[config.mk]
export PLATFORM = sky130hd
export DESIGN_NAME = ifid_buffer
export DESIGN_NICKNAME = d
export VERILOG_FILES = /design/src/rtl/ifid_buffer.sv
export SDC_FILE = /design/constraint.sdc
export NUM_CORES = 1
export LEC_CHECK = 0
export ABC_AREA = 1
export BUFFER_PORTS_ARGS = -buffer_cell sky130_fd_sc_hd__buf_2
export CAP_MARGIN = 20
export CORE_MARGIN = 3
export CORE_UTILIZATION = 45
export DETAILED_ROUTE_END_ITERATION = 7
export PLACE_DENSITY_LB_ADDON = 0.08
export SYNTH_ARGS = -nofsm -noshare
export SYNTH_HDL_FRONTEND = slang
export SYNTH_SLANG_ARGS = --single-unit
[constraint.sdc]
create_clock -name cpu_clk_50M -period 13.1 [get_ports cpu_clk_50M]
set_input_delay 1.31 -clock cpu_clk_50M [delete_from_list [all_inputs] [get_ports cpu_clk_50M]]
set_output_delay 1.31 -clock cpu_clk_50M [all_outputs]
set_load 0.1 [all_outputs]
[src/rtl/ifid_buffer.sv]
// ifid_buffer: IF/ID decoupling buffer for the MiniMIPS32 pipeline.
// Pairs each issued fetch address with the instruction word returned one
// cycle later by the synchronous instruction memory. The pairs are queued in
// a DEPTH-entry FIFO and handed to ID over a valid/ready handshake.
//
// Ports:
//   cpu_clk_50M  pipeline clock, rising edge
//   cpu_rst      asynchronous active-high reset
//   ice          IF chip enable (fetch attempted this cycle)
//   iaddr        fetch address presented to instruction memory
//   inst         instruction memory read data (for the previous cycle's fetch)
//   flush        redirect: kills all queued and in-flight fetches
//   id_ready     ID accepts the head entry this cycle
//   if_stall     IF must hold pc/iaddr; no fetch accepted this cycle
//   id_valid     head entry valid
//   id_pc        PC of the head entry
//   id_inst      instruction of the head entry
module ifid_buffer #(
    parameter int unsigned DEPTH = 4
) (
    input  logic        cpu_clk_50M,
    input  logic        cpu_rst,
    input  logic        ice,
    input  logic [31:0] iaddr,
    input  logic [31:0] inst,
    input  logic        flush,
    input  logic        id_ready,
    output logic        if_stall,
    output logic        id_valid,
    output logic [31:0] id_pc,
    output logic [31:0] id_inst
);

    localparam int unsigned XLEN = 32;
    localparam int unsigned AW   = $clog2(DEPTH);
    localparam int unsigned CW   = AW + 1;

    logic            req_valid;
    logic [XLEN-1:0] req_pc;
    logic [XLEN-1:0] pc_mem   [DEPTH];
    logic [XLEN-1:0] inst_mem [DEPTH];
    logic [AW-1:0]   rd_ptr;
    logic [AW-1:0]   wr_ptr;
    logic [CW-1:0]   count;

    logic            issue;
    logic            push;
    logic            pop;
    logic [CW:0]     occupancy;

    // Reserve a slot for the in-flight response, so a push never meets a full FIFO.
    // Built from registered state only: no path from id_ready to if_stall.
    assign occupancy = {1'b0, count} + (CW+1)'(req_valid);
    assign if_stall  = occupancy >= (CW+1)'(DEPTH);

    assign id_valid  = (count != '0);
    assign id_pc     = pc_mem[rd_ptr];
    assign id_inst   = inst_mem[rd_ptr];

    assign issue     = ice & ~if_stall & ~flush;
    assign push      = req_valid & ~flush;
    assign pop       = id_valid & id_ready & ~flush;

    // In-flight fetch slot: remembers the address whose data arrives next cycle.
    always_ff @(posedge cpu_clk_50M or posedge cpu_rst) begin
        if (cpu_rst) begin
            req_valid <= 1'b0;
            req_pc    <= '0;
        end else begin
            req_valid <= issue;
            if (issue) begin
                req_pc <= iaddr;
            end
        end
    end

    // Pointers and occupancy; flush wipes the queue.
    always_ff @(posedge cpu_clk_50M or posedge cpu_rst) begin
        if (cpu_rst) begin
            rd_ptr <= '0;
            wr_ptr <= '0;
            count  <= '0;
        end else if (flush) begin
            rd_ptr <= '0;
            wr_ptr <= '0;
            count  <= '0;
        end else begin
            if (push) begin
                wr_ptr <= wr_ptr + AW'(1);
            end
            if (pop) begin
                rd_ptr <= rd_ptr + AW'(1);
            end
            count <= count + CW'(push) - CW'(pop);
        end
    end

    // Pair storage; cleared on reset so the head reads zero out of reset.
    always_ff @(posedge cpu_clk_50M or posedge cpu_rst) begin
        if (cpu_rst) begin
            for (int i = 0; i < int'(DEPTH); i++) begin
                pc_mem[i]   <= '0;
                inst_mem[i] <= '0;
            end
        end else if (push) begin
            pc_mem[wr_ptr]   <= req_pc;
            inst_mem[wr_ptr] <= inst;
        end
    end

endmodule

# Word level (Yosys, flattened, before mapping)
# Cells that the tools add are included.
# classes
n_addsub	5
muxes	15
bitwise	9
magnitude_cmp	4
reduce_logical	4
# ops
op	n
128-bit bitwise mux	2
32-bit two-way mux	5
32-bit binary-select mux with 2-bit select	2
32-bit demux with 2-bit select	1
2-bit two-way mux	4
3-bit greater-or-equal comparator (second input constant)	2
2-bit NOT with 3-bit output	2
1-bit bitwise AND	5
2-bit by 1-bit adder with 2-bit output (second input constant)	2
3-bit by 1-bit adder with 4-bit output	1
4-bit by 3-bit greater-or-equal comparator with 1-bit output (second input constant)	1
2-bit nonzero test	2
3-bit by 1-bit adder with 3-bit output	1
3-bit by 1-bit < comparator with 1-bit output (second input constant)	1
3-bit two-way mux	1
3-bit nonzero test	1
3-bit by 1-bit subtractor with 3-bit output	1
1-bit NOT	2
1-bit logical AND	1
# totals
register_bits	296
output_inout_bits	66

# Longest topological paths before layout
# depth
ltp_word	6
depth_mapped	11

# Worst setup path after synthesis
# Ideal clock, no wire load.
# synth_path
path_kind	reg2out
startpoint	reg rd_ptr[0]
endpoint	out id_inst[26]
slack_ns	9.300
stages_incl_launch_ff	7
required_ns	11.790
path_buffers	3
arrival_time_ns	2.490
path_cell_list	dfrtp_1 > buf_4 > inv_2 > buf_2 > buf_2 > o21ai_0 > o22ai_1
# synth_between
elab_chain_cells	4
# synth_lines
element	line_no	rtl
from (decl)	42	logic [AW-1:0] rd_ptr;
from (signal assigned)	92	rd_ptr <= rd_ptr + AW'(1);
2-bit NOT with 3-bit output (implied by the code)	58	assign id_inst = inst_mem[rd_ptr];
32-bit binary-select mux with 2-bit select	58	
32-bit two-way mux (implied by the code) (2 in a row)	58	
to (decl)	31	output logic [31:0] id_inst
# No other way between the ends. The select of a mux whose other input is x is not followed.

# Worst setup path in the final report
# layout_path
startpoint	reg rd_ptr[0]
endpoint	out id_pc[13]
# layout_between
elab_chain_cells	4
# layout_lines
element	line_no	rtl
2-bit NOT with 3-bit output (implied by the code)	57	assign id_pc = pc_mem[rd_ptr];
32-bit binary-select mux with 2-bit select	57	
32-bit two-way mux (implied by the code) (2 in a row)	57	
to (decl)	30	output logic [31:0] id_pc,
# No other way between the ends. The select of a mux whose other input is x is not followed.

==> flow_summary.json <==
{
  "clk_latency_ns": 0.51,
  "vias_per_cell": 5.197,
  "final_cell_mix": "333 x nand2_1, 317 x o21ai_0, 294 x dfrtp_1, 134 x nor2_1, 134 x buf_2",
  "synthAdderAreaFrac": 0.008274,
  "cts_tree": "yes",
  "syn_inst": 1452,
  "final_antenna_net_count": 0,
  "std_cell_rows": 61,
  "rrSetupSlack_ns": 10.77,
  "syn_area_mm2": 0.01300,
  "maxSlewViolCount": 0,
  "worstSetupStartpointType": "flip-flop",
  "wirelength_um": 31900,
  "dp_hpwl_um": 17590,
  "via_count": 10020,
  "synthXorXnorAreaFrac": 0.0006735,
  "hold_path_startpoint": "req_pc[3]",
  "clk_path_buf_depth": 3,
  "critPathArrivalTime_ns": 3.30,
  "clock-sinks": 296,
  "whs_ns": 0.4678,
  "core_mm2": 0.02816,
  "r2r-start": "wr_ptr[0]",
  "grt_start_max_net_pins": 101,
  "overflow": 0,
  "relSlewSlack": 0.2924,
  "die-width_um": 176,
  "status": "finished clean",
  "gr-usage-all-layers": 0.2091,
  "die_area_mm2": 0.03098,
  "finalSetupTns_ns": 0,
  "n_fill_cell": 2664,
  "dp_slack_ns": 9.025,
  "yosysTopAreaCell": "dfrtp_1",
  "synth_compound_area_frac": 0.1804,
  "avgRoutedWirePerCell_um": 16.55,
  "drive_above_1_share": 0.1361,
  "max_cap_violations": 0,
  "setup_viol": 0,
  "hold_path_end": "req_pc[3]",
  "gp_congestion": 0.7385,
  "synth_top_area_share": 0.5696,
  "drtPass1Iterations": 5,
  "start_util": 0.4618,
  "num_io_pins": 135,
  "cts_resized": 0,
  "synth_cell_types": 22,
  "mostFrequentLayoutCell": "nand2_1",
  "synth_area_leaders": "dfrtp_1 57%, o21ai_0 12%, nand2_1 9.6%, buf_6 4.3%, nor2_1 3.9%",
  "hold-path-cell-count": 2,
  "fin_area_mm2": 0.01451,
  "yosysSeqAreaShare": 0.5696,
  "ys_warn_count": 0,
  "drc": 0,
  "tightest_slew_ns": 1.061,
  "synth_seq_cells": 296,
  "synth_top_family_by_area": "compound AO/OA/AOI/OAI gates",
  "dr.first_iter.drc_count": 707,
  "fmax_ghz": 0.2169,
  "synthMuxAreaShare": 0,
  "clock_skew_ns": 0.01837,
  "io_buffers": 134,
  "hold_viol": 0,
  "area_growth_syn_to_layout_pct": 11.56,
  "finalCritPeriodShare": 0.3520,
  "synthSimpleGateAreaFrac": 0.1539,
  "hp-class": "flip-flop to flip-flop",
  "htreeDepth": 2,
  "critPathKind": "flip-flop to primary output",
  "cts_made_buffers": 34,
  "crit_path_end_kind": "primary output",
  "antenna_found_initial": 1,
  "required_ns": 11.79,
  "grt_pass1_vias": 9782,
  "dieHeight_um": 176,
  "clk_root_buffer_cell": "clkbuf_16",
  "postCtsSetupBuffers": 0,
  "placed_cell_area_mm2": 0.01343,
  "avgSynthCellArea_um2": 8.957,
  "r2r_end": "inst_mem[118]",
  "syn_nets": 1529,
  "nets": 1606,
  "fin_ws_ns": 8.489,
  "cts_hold_buf": 0,
  "r2r_cells": 5,
  "antennaDiodeCount": 0,
  "clk_pin_slew_ns": 0.06,
  "min_period_ns": 4.611,
  "rsz0062_at_grt": "no",
  "grt_pass1_wl_um": 52500,
  "cp_max_fo": 87
}
==> layer usage <==
metal | GRT usage | wire length, µm | vias to the layer above
met2 | 0.3373 | 14610 | 212
met1 | 0.2977 | 15280 | 4815
met4 | 0.05015 | 594 | 2
met3 | 0.03570 | 1398 | 54
li1 | - | - | 4937
met5 | 0 | 13 | -
==> cells in the mapped netlist <==
| cell | instances |
|---|---|
| buf_2 | 24 |
| nand3_1 | 36 |
| nand2_1 | 333 |
| nand2_4 | 5 |
| ha_1 | 7 |
| dfrtp_1 | 296 |
| inv_1 | 75 |
| a22o_1 | 1 |
| nor2_1 | 134 |
| xor2_1 | 1 |
| inv_6 | 1 |
| inv_4 | 1 |
| buf_6 | 50 |
| a21oi_1 | 1 |
| nand2_2 | 2 |
| fa_1 | 1 |
| o21ai_0 | 317 |
| buf_4 | 7 |
| clkbuf_1 | 25 |
| o21ai_1 | 69 |
| o22ai_1 | 64 |
| inv_2 | 2 |
==> worst max-delay path, stage by stage (launching register included) <==
cell,delay [ns]
dfrtp_4,0.64
inv_4,0.40
buf_4,0.82
o21ai_0,0.16
o22ai_1,0.21
buf_2,0.47
==> how the worst max path moves through the flow <==
stage                     startpoint  depth (start not counted)          end  slack [ns]
final                      rd_ptr[0]                          5    id_pc[13]        8.49
after detailed placement   rd_ptr[0]                          5     id_pc[6]        9.02
after global routing       rd_ptr[0]                          5  id_inst[29]        8.31
after CTS                  rd_ptr[0]                          5     id_pc[6]        8.47
after global placement     rd_ptr[0]                          5     id_pc[0]        9.02
after floorplan              cpu_rst                          1     count[0]        3.61
==> metrics by stage <==
stage,utilization,cells
4_1_cts,0.5152,1928
3_5_place_dp,0.4769,1871
6_report,0.5152,1928
3_3_place_gp,0.4769,1871
5_1_grt,0.5152,1928
2_1_floorplan,-,1452
==> layout make-up <==
cell class | instances | area [µm²] | share of cell area
flip-flops and latches | 296 | 7412 | 0.5109
well taps | 378 | 473.0 | 0.03260
repair buffers | 147 | 768.2 | 0.05295
clock inverters | 4 | 23.77 | 0.001638
multi-input cells | 971 | 4464 | 0.3077
inverters | 79 | 314.1 | 0.02165
clock buffers | 53 | 1054 | 0.07261
==> cell families (layout without fill, tap and decap cells) <==
family                   after synthesis  in the layout
AND/OR/NAND/NOR                      510            510
AO/OA/AOI/OAI                        452            452
XOR/XNOR                               1              1
buffers and inverters                185            283
flip-flops                           296            296
adder cells (fa/ha/maj)                8              8
==> state kept, by name (all words and copies together), names as in the netlist <==
name,flops
rd_ptr,2
req_valid,1
pc_mem,128
req_pc,32
inst_mem,128
wr_ptr,2
count,3
Power is left out: the tool's default activity adds up to more than one toggle a clock period on the data nets, which glitch-free logic cannot reach.
